===== config.mk =====
export PLATFORM = sky130hd
export DESIGN_NAME = uart_io_ctrl
export DESIGN_NICKNAME = d
export VERILOG_FILES = /design/src/rtl/uart_io_ctrl.sv
export SDC_FILE = /design/constraint.sdc
export NUM_CORES = 1
export LEC_CHECK = 0
export ABC_AREA = 1
export CAP_MARGIN = 20
export CORE_AREA = 2 2 174 176
export CTS_CLUSTER_DIAMETER = 30
export DETAILED_ROUTE_END_ITERATION = 8
export DIE_AREA = 0 0 176 178
export MAX_ROUTING_LAYER = met4
export SKIP_CTS_REPAIR_TIMING = 1
export SYNTH_ARGS = -nofsm -noshare
export SYNTH_HDL_FRONTEND = slang
export SYNTH_SLANG_ARGS = --single-unit

===== constraint.sdc =====
create_clock -name clk -period 3.6 [get_ports clk]
set_clock_uncertainty 0.1 [all_clocks]
set_input_delay 0.36 -clock clk [delete_from_list [all_inputs] [get_ports clk]]
set_output_delay 0.36 -clock clk [all_outputs]
set_load 0.005 [all_outputs]

===== src/rtl/uart_io_ctrl.sv =====
// UART responder for the exec stage's IN/OUT requests: 8N1 transmitter for 1/2/4-byte OUT words,
// receiver with an RX FIFO that assembles RD_BYTES-byte IN words.
module uart_io_ctrl #(
  parameter int CLK_PER_BIT = 868,
  parameter int FIFO_AW     = 4,
  parameter int RD_BYTES    = 4
) (
  input  logic        clk,
  input  logic        rstn,
  input  logic        uart_wenable,
  input  logic [1:0]  uart_wsz,
  input  logic [31:0] uart_wd,
  output logic        uart_wdone,
  input  logic        uart_renable,
  output logic [31:0] uart_rd,
  output logic        uart_rdone,
  output logic        txd,
  input  logic        rxd,
  output logic        rx_overrun,
  output logic        rx_ferr
);

  localparam int                 CNT_W     = $clog2(CLK_PER_BIT);
  localparam int                 DEPTH     = 2 ** FIFO_AW;
  localparam logic [CNT_W-1:0]   BIT_LAST  = CNT_W'(CLK_PER_BIT - 1);
  localparam logic [CNT_W-1:0]   HALF_LAST = CNT_W'(CLK_PER_BIT / 2 - 1);
  localparam logic [FIFO_AW:0]   FIFO_FULL = (FIFO_AW + 1)'(DEPTH);
  localparam logic [1:0]         RD_LAST   = 2'(RD_BYTES - 1);

  typedef enum logic [1:0] {ST_IDLE = 2'd0, ST_START = 2'd1, ST_DATA = 2'd2, ST_STOP = 2'd3} ser_state_e;

  ser_state_e        tx_state_q, tx_state_d;
  logic [CNT_W-1:0]  tx_cnt_q, tx_cnt_d;
  logic [2:0]        tx_bit_q, tx_bit_d;
  logic [1:0]        tx_left_q, tx_left_d;
  logic [31:0]       tx_data_q, tx_data_d;
  logic              txd_q, txd_d;
  logic              wdone_q, wdone_d;
  logic              tx_bit_end_s;

  ser_state_e        rx_state_q, rx_state_d;
  logic [CNT_W-1:0]  rx_cnt_q, rx_cnt_d;
  logic [2:0]        rx_bit_q, rx_bit_d;
  logic [7:0]        rx_shift_q, rx_shift_d;
  logic              rx_sync1_q, rx_sync2_q, rx_prev_q;
  logic              rx_push_s, rx_ferr_set_s;

  logic [7:0]        fifo_mem_q [DEPTH];
  logic [FIFO_AW-1:0] fifo_wptr_q, fifo_rptr_q;
  logic [FIFO_AW:0]  fifo_cnt_q;
  logic              fifo_full_s, fifo_empty_s, push_ok_s, pop_s;
  logic              overrun_q, ferr_q;

  logic              pend_q, pend_d;
  logic [1:0]        rcnt_q, rcnt_d;
  logic [31:0]       asm_q, asm_d;
  logic [31:0]       rd_q, rd_d;
  logic              rdone_q, rdone_d;

  assign tx_bit_end_s = (tx_cnt_q == BIT_LAST);

  // TX next state: txd_d is derived from the next state so every bit lasts exactly CLK_PER_BIT cycles
  always_comb begin
    tx_state_d = tx_state_q;
    tx_cnt_d   = tx_bit_end_s ? '0 : tx_cnt_q + CNT_W'(1);
    tx_bit_d   = tx_bit_q;
    tx_left_d  = tx_left_q;
    tx_data_d  = tx_data_q;
    txd_d      = txd_q;
    wdone_d    = 1'b0;
    case (tx_state_q)
      ST_IDLE: begin
        tx_cnt_d = '0;
        if (uart_wenable) begin
          tx_state_d = ST_START;
          tx_data_d  = uart_wd;
          tx_left_d  = uart_wsz[1] ? 2'd3 : (uart_wsz[0] ? 2'd1 : 2'd0);
          txd_d      = 1'b0;
        end else begin
          txd_d = 1'b1;
        end
      end
      ST_START: begin
        if (tx_bit_end_s) begin
          tx_state_d = ST_DATA;
          tx_bit_d   = 3'd0;
          txd_d      = tx_data_q[0];
        end else begin
          txd_d = 1'b0;
        end
      end
      ST_DATA: begin
        if (tx_bit_end_s) begin
          // shifting one bit per data bit brings the next byte into [7:0] after eight bits
          tx_data_d = {1'b0, tx_data_q[31:1]};
          if (tx_bit_q == 3'd7) begin
            tx_state_d = ST_STOP;
            txd_d      = 1'b1;
          end else begin
            tx_bit_d = tx_bit_q + 3'd1;
            txd_d    = tx_data_q[1];
          end
        end else begin
          txd_d = tx_data_q[0];
        end
      end
      ST_STOP: begin
        if (tx_bit_end_s && (tx_left_q != 2'd0)) begin
          tx_state_d = ST_START;
          tx_left_d  = tx_left_q - 2'd1;
          txd_d      = 1'b0;
        end else if (tx_bit_end_s) begin
          tx_state_d = ST_IDLE;
          txd_d      = 1'b1;
          wdone_d    = 1'b1;
        end else begin
          txd_d = 1'b1;
        end
      end
      default: begin
        tx_state_d = ST_IDLE;
        txd_d      = 1'b1;
      end
    endcase
  end

  // TX state register
  always_ff @(posedge clk) begin
    if (!rstn) begin
      tx_state_q <= ST_IDLE;
      tx_cnt_q   <= '0;
      tx_bit_q   <= 3'd0;
      tx_left_q  <= 2'd0;
      tx_data_q  <= 32'd0;
      txd_q      <= 1'b1;
      wdone_q    <= 1'b0;
    end else begin
      tx_state_q <= tx_state_d;
      tx_cnt_q   <= tx_cnt_d;
      tx_bit_q   <= tx_bit_d;
      tx_left_q  <= tx_left_d;
      tx_data_q  <= tx_data_d;
      txd_q      <= txd_d;
      wdone_q    <= wdone_d;
    end
  end

  // RX next state: start bit re-checked at half a bit, then samples every CLK_PER_BIT cycles
  always_comb begin
    rx_state_d    = rx_state_q;
    rx_cnt_d      = rx_cnt_q + CNT_W'(1);
    rx_bit_d      = rx_bit_q;
    rx_shift_d    = rx_shift_q;
    rx_push_s     = 1'b0;
    rx_ferr_set_s = 1'b0;
    case (rx_state_q)
      ST_IDLE: begin
        rx_cnt_d = '0;
        if (rx_prev_q && !rx_sync2_q) begin
          rx_state_d = ST_START;
        end else begin
          rx_state_d = ST_IDLE;
        end
      end
      ST_START: begin
        if (rx_cnt_q == HALF_LAST) begin
          rx_cnt_d   = '0;
          rx_bit_d   = 3'd0;
          rx_state_d = rx_sync2_q ? ST_IDLE : ST_DATA;
        end else begin
          rx_state_d = ST_START;
        end
      end
      ST_DATA: begin
        if (rx_cnt_q == BIT_LAST) begin
          rx_cnt_d   = '0;
          rx_shift_d = {rx_sync2_q, rx_shift_q[7:1]};
          if (rx_bit_q == 3'd7) begin
            rx_state_d = ST_STOP;
          end else begin
            rx_bit_d = rx_bit_q + 3'd1;
          end
        end else begin
          rx_state_d = ST_DATA;
        end
      end
      ST_STOP: begin
        if (rx_cnt_q == BIT_LAST) begin
          rx_state_d    = ST_IDLE;
          rx_push_s     = rx_sync2_q;
          rx_ferr_set_s = !rx_sync2_q;
        end else begin
          rx_state_d = ST_STOP;
        end
      end
      default: begin
        rx_state_d = ST_IDLE;
      end
    endcase
  end

  // RX synchroniser, edge history and state register
  always_ff @(posedge clk) begin
    if (!rstn) begin
      rx_sync1_q <= 1'b1;
      rx_sync2_q <= 1'b1;
      rx_prev_q  <= 1'b1;
      rx_state_q <= ST_IDLE;
      rx_cnt_q   <= '0;
      rx_bit_q   <= 3'd0;
      rx_shift_q <= 8'd0;
    end else begin
      rx_sync1_q <= rxd;
      rx_sync2_q <= rx_sync1_q;
      rx_prev_q  <= rx_sync2_q;
      rx_state_q <= rx_state_d;
      rx_cnt_q   <= rx_cnt_d;
      rx_bit_q   <= rx_bit_d;
      rx_shift_q <= rx_shift_d;
    end
  end

  assign fifo_full_s  = (fifo_cnt_q == FIFO_FULL);
  assign fifo_empty_s = (fifo_cnt_q == '0);
  assign push_ok_s    = rx_push_s && !fifo_full_s;
  assign pop_s        = pend_q && !fifo_empty_s;

  // FIFO storage; contents need no reset because the count gates every read
  always_ff @(posedge clk) begin
    if (push_ok_s) begin
      fifo_mem_q[fifo_wptr_q] <= rx_shift_q;
    end
  end

  // FIFO pointers, count and sticky RX error flags
  always_ff @(posedge clk) begin
    if (!rstn) begin
      fifo_wptr_q <= '0;
      fifo_rptr_q <= '0;
      fifo_cnt_q  <= '0;
      overrun_q   <= 1'b0;
      ferr_q      <= 1'b0;
    end else begin
      if (push_ok_s) fifo_wptr_q <= fifo_wptr_q + FIFO_AW'(1);
      if (pop_s)     fifo_rptr_q <= fifo_rptr_q + FIFO_AW'(1);
      case ({push_ok_s, pop_s})
        2'b10:   fifo_cnt_q <= fifo_cnt_q + (FIFO_AW + 1)'(1);
        2'b01:   fifo_cnt_q <= fifo_cnt_q - (FIFO_AW + 1)'(1);
        default: fifo_cnt_q <= fifo_cnt_q;
      endcase
      if (rx_push_s && fifo_full_s) overrun_q <= 1'b1;
      if (rx_ferr_set_s)            ferr_q    <= 1'b1;
    end
  end

  // IN assembly: one byte per cycle while pending, result registered on the last pop
  always_comb begin
    pend_d  = pend_q;
    rcnt_d  = rcnt_q;
    asm_d   = asm_q;
    rd_d    = rd_q;
    rdone_d = 1'b0;
    if (!pend_q && uart_renable) begin
      pend_d = 1'b1;
      rcnt_d = 2'd0;
      asm_d  = 32'd0;
    end else if (pop_s) begin
      asm_d[{rcnt_q, 3'b000} +: 8] = fifo_mem_q[fifo_rptr_q];
      if (rcnt_q == RD_LAST) begin
        rd_d    = asm_d;
        rdone_d = 1'b1;
        pend_d  = 1'b0;
      end else begin
        rcnt_d = rcnt_q + 2'd1;
      end
    end else begin
      pend_d = pend_q;
    end
  end

  // IN handshake registers
  always_ff @(posedge clk) begin
    if (!rstn) begin
      pend_q  <= 1'b0;
      rcnt_q  <= 2'd0;
      asm_q   <= 32'd0;
      rd_q    <= 32'd0;
      rdone_q <= 1'b0;
    end else begin
      pend_q  <= pend_d;
      rcnt_q  <= rcnt_d;
      asm_q   <= asm_d;
      rd_q    <= rd_d;
      rdone_q <= rdone_d;
    end
  end

  assign txd        = txd_q;
  assign uart_wdone = wdone_q;
  assign uart_rd    = rd_q;
  assign uart_rdone = rdone_q;
  assign rx_overrun = overrun_q;
  assign rx_ferr    = ferr_q;

endmodule


==> results of run 1 <==
==> cell type report <==
| type | count | area, sq um | share of cell area |
|---|---|---|---|
| flip-flops and latches | 292 | 7128 | 0.4351 |
| multi-input cells | 991 | 4725 | 0.2884 |
| clock buffers | 81 | 1779 | 0.1086 |
| inverters | 246 | 929.6 | 0.05674 |
| repair buffers | 90 | 878.3 | 0.05361 |
| well taps | 390 | 488.0 | 0.02978 |
| clock inverters | 40 | 455.4 | 0.02780 |
==> cells by family after synthesis <==
kind of cell,count (synthesis)
simple gates,743
buf+inv,314
flops,292
compound gates,210
fa+ha+maj,27
xor+xnor,11
==> worst max-delay path: stages (launching register included) <==
cell	delay (ns)
dfxtp_1	0.37
ha_1	0.21
nor3b_1	0.25
nand2_2	0.15
clkinv_2	0.14
nand3_2	0.15
ha_1	0.32
xor2_1	0.21
ha_1	0.17
a21o_1	0.11
nand2_1	0.05
o21ai_0	0.23
a21oi_1	0.11
o21ai_0	0.12
nand2_1	0.09
nand2_1	0.07
nor2_1	0.04
==> layer usage <==
metal | routed length [um] | up-vias | track usage
met5 | 0 | - | -
met2 | 13550 | 278 | 0.3161
met1 | 13710 | 4795 | 0.2565
met4 | 662 | 0 | 0.07163
li1 | - | 5333 | -
met3 | 1600 | 44 | 0.04369
==> registers in the layout (all words and copies together) (netlist names), 5 cells and up, named ones only <==
register	flops
rx_shift_q	8
asm_q	32
tx_data_q	32
tx_cnt_q	10
fifo_mem_q	128
fifo_cnt_q	5
uart_rd	32
rx_cnt_q	10
==> final timing paths <==
path                             startpoint             to  slack [ns]  cells past startpoint
worst max-delay path            rx_cnt_q[0]  fifo_cnt_q[4]        0.61                     16
worst min register to register   rx_sync1_q     rx_sync2_q        0.31                      1
worst min-delay path                   rstn     uart_rdone        0.22                      3
worst max register to register  rx_cnt_q[0]  fifo_cnt_q[4]        0.61                     16
==> Yosys cell counts, types with 4 or more instances <==
cell | count | area, sq um
o21ai_0 | 106 | 530.5
inv_1 | 240 | 900.9
o21ai_1 | 11 | 55.05
a21oi_1 | 82 | 410.4
clkbuf_1 | 21 | 78.83
nor3b_1 | 5 | 37.54
edfxtp_1 | 128 | 3844
dfxtp_1 | 164 | 3283
nor3_2 | 5 | 50.05
or2_2 | 4 | 25.02
buf_2 | 31 | 155.2
nand2_1 | 422 | 1584
nand3_1 | 149 | 745.7
ha_1 | 27 | 337.8
buf_4 | 8 | 60.06
nand4_1 | 18 | 112.6
nor3_1 | 17 | 85.08
buf_6 | 5 | 56.30
nor2_1 | 110 | 412.9
xor2_1 | 9 | 78.83
==> power by group through the flow <==
stage                     Clock (mW)  Sequential, mW  Combinational, mW
after floorplan                    0            3.91               2.05
after global placement             0            3.96               2.57
after detailed placement           0            3.97               2.64
after CTS                       5.98            3.91               2.67
after global routing            6.17            3.94               3.04
final                           5.90            3.91               2.66
==> metrics by stage <==
step	util	std cells	worst slack (ns)	area [sq um]
2_1_floorplan	-	1597	0.9704	13120
3_3_place_gp	0.4803	2008	0.7544	14120
3_5_place_dp	0.4812	2009	0.7254	14150
4_1_cts	0.5572	2130	0.5907	16380
5_1_grt	0.5572	2130	0.2784	16380
6_report	0.5572	2130	0.6088	16380
==> cells in the final DEF, fill, tap and decap left out, drive strengths merged, types with 2 or more instances in the layout <==
cell type	count
a211oi	2
a21oi	83
nor3b	5
dfxtp	164
nand4	18
inv	247
or2	4
o21ai	119
buf	16
edfxtp	128
nor3	22
xnor2	2
xor2	9
bufinv	6
clkdlybuf4s50	74
nand3	152
nand2	428
a31oi	2
nor2	111
clkinv	26
clkbuf	81
clkinvlp	7
ha	27
==> results.sh, run 1 <==
export IMPL_cts_root_buf="clkbuf_16"
export IMPL_rows=63
export IMPL_netlist_instances=1597
export IMPL_post_route_period_util=0.8309
export IMPL_whs_ns=0.2157
export IMPL_grt_max_degree=65
export IMPL_io_buffers=75
export IMPL_synthSimpleGateAreaFrac=0.2431
export IMPL_vdd_drop_max_v=0.0003588
export IMPL_grt_pass1_wl_um=49170
export IMPL_drive_above_1_share=0.08851
export IMPL_core_area_sq_mm=0.02940
export IMPL_relSlewSlack=0.3646
export IMPL_drt_iter0_drc=807
export IMPL_cp_start_kind="register"
export IMPL_hpwl_um=18270
export IMPL_cts_tree="yes"
export IMPL_grt_setup_unrepaired="false"
export IMPL_async_flop_share=0
export IMPL_drt_vias_per_instance=4.906
export IMPL_wl_per_cell_um=13.86
export IMPL_cts_buffers=66
export IMPL_synth_top_family_by_area="simple AND/OR/NAND/NOR gates"
export IMPL_p_total_mw=12.47
export IMPL_dr_pass1_iters=7
export IMPL_drv_slew=0
export IMPL_synth_distinct_cells=41
export IMPL_vias=10450
export IMPL_yosysWarnings=0
export IMPL_die_y_um=178
export IMPL_maxCapViolCount=0
export IMPL_swShare=0.3142
export IMPL_synthAdderAreaFrac=0.02574
export IMPL_htreeDepth=3
export IMPL_p_per_area_mw_per_mm2=761.0
export IMPL_num_io_pins=76
export IMPL_synthMuxAreaShare=0
export IMPL_critPathMaxFanout=10
export IMPL_wl_um=29520
export IMPL_finalSetupViolations=0
export IMPL_drtAntennaViolNets=0
export IMPL_dieArea_sq_mm=0.03133
export IMPL_synth_nets=1663
export IMPL_comb_power_share=0.213
export IMPL_fmaxAchievable_mhz=334.3
export IMPL_cts_sinks=292
export IMPL_start_util=0.4464
export IMPL_outcome="finished, final reports clean"
export IMPL_cts_max_path_buffers=3
export IMPL_min_period_ns=2.991
export IMPL_finalHoldViolCount=0
export IMPL_area_delta_synth_final_pct=24.84
export IMPL_power_switching_mw=3.918
export IMPL_p_leak_nw=7.286
export IMPL_diodes=0
export IMPL_crit_path_end_kind="register"
export IMPL_worstPathRequired_ns=3.95
export IMPL_fillers=2611
export IMPL_fin_setup_tns_ns=0
export IMPL_syn_area_per_cell_sq_um=8.218
export IMPL_fp_dieW_um=176
export IMPL_grt_overflow=0
export IMPL_cts_clk_slew_worst_paths_ns=0.05
export IMPL_seqPwrFrac=0.314
export IMPL_grt_usage=0.2007
export IMPL_ys_seq_area_frac=0.5430
export IMPL_clkPwrFrac=0.473
export IMPL_ys_flop_type="dfxtp_1"
export IMPL_final_nets=1753
export IMPL_synth_area_sq_mm=0.01312
export IMPL_drc_errors=0
export IMPL_worstMarginPinSlew_ns=0.9495
export IMPL_ys_seq_elements=292
export IMPL_clk_latency_ns=0.55
export IMPL_critPathArrivalTime_ns=3.34
export IMPL_hold_class="in -> reg"
export IMPL_p_int_mw=8.550
export IMPL_synth_compound_area_frac=0.08237
export IMPL_place_congestion=0.8151
export IMPL_antenna_found_initial=0
export IMPL_grt_pass1_vias=9950
export IMPL_worst_setup_path_type="reg -> reg"
export IMPL_synth_edf_count=128
export IMPL_synth_xor_area_frac=0.007341
No activity file was read; power rests on OpenSTA's default activity.
==> inputs of run 2 (changes only) <==
Clock period 3.6 ns to 2.45 ns, I/O delays scaled along.
==> results.sh, run 2 (same netlist as run 1, synthesis figures left out) <==
export IMPL_outcome="finished, final reports clean"
export IMPL_crit_buf_inv=1
export IMPL_antenna_found_initial=0
export IMPL_worstMarginPinSlew_ns=0.8179
export IMPL_clk_latency_ns=0.58
export IMPL_p_int_mw=12.81
export IMPL_start_util=0.4464
export IMPL_finalSetupViolations=0
export IMPL_worstPathRequired_ns=2.85
export IMPL_diodes=0
export IMPL_cp_start_kind="register"
export IMPL_grt_max_degree=64
export IMPL_die_y_um=178
export IMPL_cts_buffers=60
export IMPL_wl_met1_um=13890
export IMPL_maxCapViolCount=0
export IMPL_io_buffers=75
export IMPL_grt_overflow=0
export IMPL_grt_setup_unrepaired="true"
export IMPL_routed_top_layer="met4"
export IMPL_critPathArrivalTime_ns=2.74
export IMPL_final_nets=1789
export IMPL_finalHoldViolCount=0
export IMPL_hold_class="in -> reg"
export IMPL_grt_pass1_wl_um=49160
export IMPL_cts_sinks=292
export IMPL_drv_slew=0
export IMPL_crit_slowest_cell="dfxtp_4"
export IMPL_postLayoutCoreUtil=0.5690
export IMPL_cp_top_family="simple AND/OR/NAND/NOR gates"
export IMPL_area_delta_synth_final_pct=27.49
export IMPL_grt_usage=0.1985
export IMPL_p_total_mw=18.49
export IMPL_hpwl_um=18940
export IMPL_drive_above_1_share=0.1115
export IMPL_grt_pass1_vias=10020
export IMPL_critPathMaxFanout=5
export IMPL_wl_met2_um=14030
export IMPL_cts_max_path_buffers=3
export IMPL_power_switching_mw=5.675
export IMPL_wl_per_cell_um=13.97
export IMPL_fmaxAchievable_mhz=427.3
export IMPL_largest_register="fifo_mem_q"
export IMPL_wl_met3_um=1639
export IMPL_seqPwrFrac=0.309
export IMPL_place_congestion=0.8266
export IMPL_vias=10540
export IMPL_p_per_area_mw_per_mm2=1105
export IMPL_drc_errors=0
export IMPL_fp_dieW_um=176
export IMPL_relSlewSlack=0.4540
export IMPL_drtAntennaViolNets=0
export IMPL_cp_slowest_stage_delay_ns=0.36
export IMPL_vdd_drop_max_v=0.0008079
export IMPL_dp_cells=2045
export IMPL_fillers=2601
export IMPL_dieArea_sq_mm=0.03133
export IMPL_drt_vias_per_instance=4.869
export IMPL_dr_pass1_iters=5
export IMPL_layout_commonest_cell="nand2_1"
export IMPL_largest_register_ffs=128
export IMPL_clkPwrFrac=0.463
export IMPL_drt_iter0_drc=737
export IMPL_cts_root_buf="clkbuf_16"
export IMPL_rows=63
export IMPL_crit_path_end_kind="register"
export IMPL_comb_power_share=0.228
export IMPL_crit_chain="nor4_4, nand2_2, nand2_4, inv_4, ha_4, xor2_2, ha_2, a21o_1, nand2_1, o21ai_2, a21oi_1, o21ai_1, nand2_1, nand2_1, nor2_1"
export IMPL_finalNonFillerCells=2165
export IMPL_final_cell_mix="421 x nand2_1, 239 x inv_1, 160 x dfxtp_1, 149 x nand3_1, 128 x edfxtp_1"
export IMPL_post_route_period_util=0.9553
export IMPL_swShare=0.3070
export IMPL_htreeDepth=2
export IMPL_path_common_cell="nand2_1"
export IMPL_core_area_sq_mm=0.02940
export IMPL_worst_setup_path_type="reg -> reg"
export IMPL_min_period_ns=2.340
export IMPL_wl_um=30240
export IMPL_cts_tree="yes"
export IMPL_num_io_pins=76
export IMPL_cts_clk_slew_worst_paths_ns=0.05
export IMPL_p_leak_nw=7.465
export IMPL_reg2reg_slack_ns=0.11
==> run 2: cell types whose count changed in the layout (fill, tap and decap cells not counted), sizes merged <==
cell | before | now
buf | 16 | 55
bufinv | 6 | 13
clkbuf | 81 | 65
clkinv | 26 | 27
clkinvlp | 7 | 8
dlygate4sd3 | 0 | 2
nor2 | 111 | 112
==> run 2: metrics by stage <==
stage               hold WS [ns]  setup TNS [ns]  cell area (sq um)  worst slack [ns]
detailed placement        0.3093               0              14460           0.02203
finish                    0.1754               0              16730            0.1096
global route              0.1758        -0.07264              16730          -0.07264
CTS                     -0.04723               0              16640         0.0007701
floorplan                 0.2516        -0.02426              13150          -0.02426
global placement          0.3038               0              14460           0.07780
==> run 2: path summary, 6_finish.rpt <==
check                 from             to  cells past startpoint
min                    rxd     rx_sync1_q                      2
max reg2reg  fifo_cnt_q[3]  fifo_cnt_q[4]                     15
max          fifo_cnt_q[3]  fifo_cnt_q[4]                     15
min reg2reg     rx_sync1_q     rx_sync2_q                      1
==> run 2: power by group through the flow <==
stage	clock network, mW	logic, mW	registers, mW
finish	8.55	4.21	5.72
detailed placement	0	4.14	5.81
floorplan	0	3.04	5.75
CTS	8.68	4.18	5.72
global placement	0	4.08	5.79
global route	8.91	4.82	5.77
==> run 2: final cells by class <==
type / instances / area, sq um / area share
inverter: 246 / 932.1 / 0.05571
clock buffer: 65 / 1541 / 0.09213
multi-input combinational: 992 / 4781 / 0.2857
sequential: 292 / 7134 / 0.4264
tap: 390 / 488.0 / 0.02917
clock inverter: 49 / 633.1 / 0.03784
timing repair buffer: 131 / 1221 / 0.07299
==> run 2: metal layers <==
layer,GRT usage,up-vias
met3,0.03517,55
met1,0.2530,4846
li1,-,5399
met4,0.06612,0
met2,0.3222,242
met5,-,-
==> inputs of run 3 (changes only) <==
Clock period 2.45 ns to 2.3 ns, I/O delays scaled along.
==> results.sh, run 3 (same netlist as run 1, synthesis figures left out) <==
export IMPL_drt_vias_per_instance=4.864
export IMPL_drive_above_1_share=0.1249
export IMPL_dieArea_sq_mm=0.03133
export IMPL_grt_pass1_vias=9991
export IMPL_hpwl_um=19100
export IMPL_fmaxAchievable_mhz=438.3
export IMPL_worst_setup_path_type="reg -> reg"
export IMPL_p_leak_nw=7.520
export IMPL_hold_class="in -> reg"
export IMPL_crit_path_end_kind="register"
export IMPL_start_util=0.4464
export IMPL_largest_register_ffs=128
export IMPL_grt_usage=0.1961
export IMPL_crit_chain="nor4_4, nand2_2, nand2_4, inv_4, ha_4, xor2_2, ha_2, a21o_1, nand2_1, o21ai_2, a21oi_1, o21ai_1, nand2_1, nand2_1, nor2_1"
export IMPL_grt_overflow=0
export IMPL_fp_dieW_um=176
export IMPL_wl_um=29700
export IMPL_largest_register="fifo_mem_q"
export IMPL_wl_per_cell_um=13.65
export IMPL_worstPathRequired_ns=2.65
export IMPL_drt_iter0_drc=769
export IMPL_drv_slew=0
export IMPL_drtAntennaViolNets=0
export IMPL_p_per_area_mw_per_mm2=1159
export IMPL_vias=10580
export IMPL_whs_ns=0.03004
export IMPL_drc_errors=0
export IMPL_grt_max_degree=64
export IMPL_min_period_ns=2.282
export IMPL_antenna_found_initial=0
export IMPL_area_delta_synth_final_pct=27.70
export IMPL_final_nets=1801
export IMPL_cts_clk_slew_worst_paths_ns=0.05
export IMPL_post_route_period_util=0.9921
export IMPL_finalSetupViolations=0
export IMPL_num_io_pins=76
export IMPL_final_cell_mix="421 x nand2_1, 240 x inv_1, 159 x dfxtp_1, 148 x nand3_1, 128 x edfxtp_1"
export IMPL_rows=63
export IMPL_cts_buffers=61
export IMPL_maxCapViolCount=0
export IMPL_final_area_sq_mm=0.01676
export IMPL_cp_start_kind="register"
export IMPL_die_y_um=178
export IMPL_vdd_drop_max_v=0.0007984
export IMPL_fillers=2625
export IMPL_grt_pass1_wl_um=48780
export IMPL_cts_tree="yes"
export IMPL_p_total_mw=19.43
export IMPL_clk_latency_ns=0.57
export IMPL_cts_root_buf="clkbuf_16"
export IMPL_crit_buf_inv=1
export IMPL_htreeDepth=2
export IMPL_critPathArrivalTime_ns=2.64
export IMPL_core_area_sq_mm=0.02940
export IMPL_path_common_cell="nand2_1"
export IMPL_relSlewSlack=0.4830
export IMPL_postPlaceCellArea_sq_mm=0.01458
export IMPL_crit_slowest_cell="nor4_4"
export IMPL_outcome="finished, final reports clean"
export IMPL_cts_sinks=292
export IMPL_worstMarginPinSlew_ns=0.7744
export IMPL_place_congestion=0.8473
export IMPL_layout_commonest_cell="nand2_1"
export IMPL_diodes=0
export IMPL_cp_top_family="simple AND/OR/NAND/NOR gates"
export IMPL_finalHoldViolCount=0
export IMPL_critPathMaxFanout=3
export IMPL_cts_max_path_buffers=3
export IMPL_cp_slowest_stage_delay_ns=0.38
export IMPL_dr_pass1_iters=6
export IMPL_io_buffers=75
export IMPL_grt_setup_unrepaired="true"
run 3: area by class of cell:
class / instances / area (sq um) / share of cell area
timing repair buffer: 142 / 1299 / 0.07750
sequential: 292 / 7133 / 0.4256
clock buffer: 67 / 1602 / 0.09557
clock inverter: 47 / 516.7 / 0.03083
inverter: 246 / 932.1 / 0.05562
multi-input combinational: 992 / 4788 / 0.2857
tap: 390 / 488.0 / 0.02912
run 3: worst min-delay path, delay by kind of cell:
kind	cells	cell delay [ns]
AND/OR/NAND/NOR	1	0.10
buffers and inverters	2	0.32
run 3: per-layer routing:
metal / share of wire / global-route usage / vias to the layer above
met5: 0 / - / -
met4: 0.026 / 0.06749 / 0
met3: 0.059 / 0.03815 / 64
met2: 0.46 / 0.3194 / 247
met1: 0.45 / 0.2459 / 4842
li1: - / - / 5431
run 3: worst paths after layout:
path	from	end	slack, ns	depth (start not counted)
worst max-delay path	fifo_cnt_q[1]	fifo_cnt_q[4]	0.02	15
worst min-delay path	rstn	rx_prev_q	0.03	3
worst max register to register	fifo_cnt_q[1]	fifo_cnt_q[4]	0.02	15
worst min register to register	rx_sync1_q	rx_sync2_q	0.31	1
run 3: per-stage QoR:
step / setup TNS (ns) / utilization / std cells / setup WS, ns
5_1_grt: -0.4465 / 0.5700 / 2176 / -0.1587
4_1_cts: -0.08890 / 0.5681 / 2175 / -0.05056
2_1_floorplan: -0.2211 / - / 1597 / -0.1743
3_5_place_dp: -0.01800 / 0.4960 / 2061 / -0.01078
6_report: 0 / 0.5700 / 2176 / 0.01820
3_3_place_gp: 0 / 0.4960 / 2061 / 0.02014
run 3: where the power goes:
part / total [mW] / internal [mW] / switching [mW]
Sequential: 6.08 / 5.86 / 0.219
Clock: 8.82 / 5.86 / 2.96
Combinational: 4.53 / 1.53 / 3.00
Total: 19.4 / 13.3 / 6.18
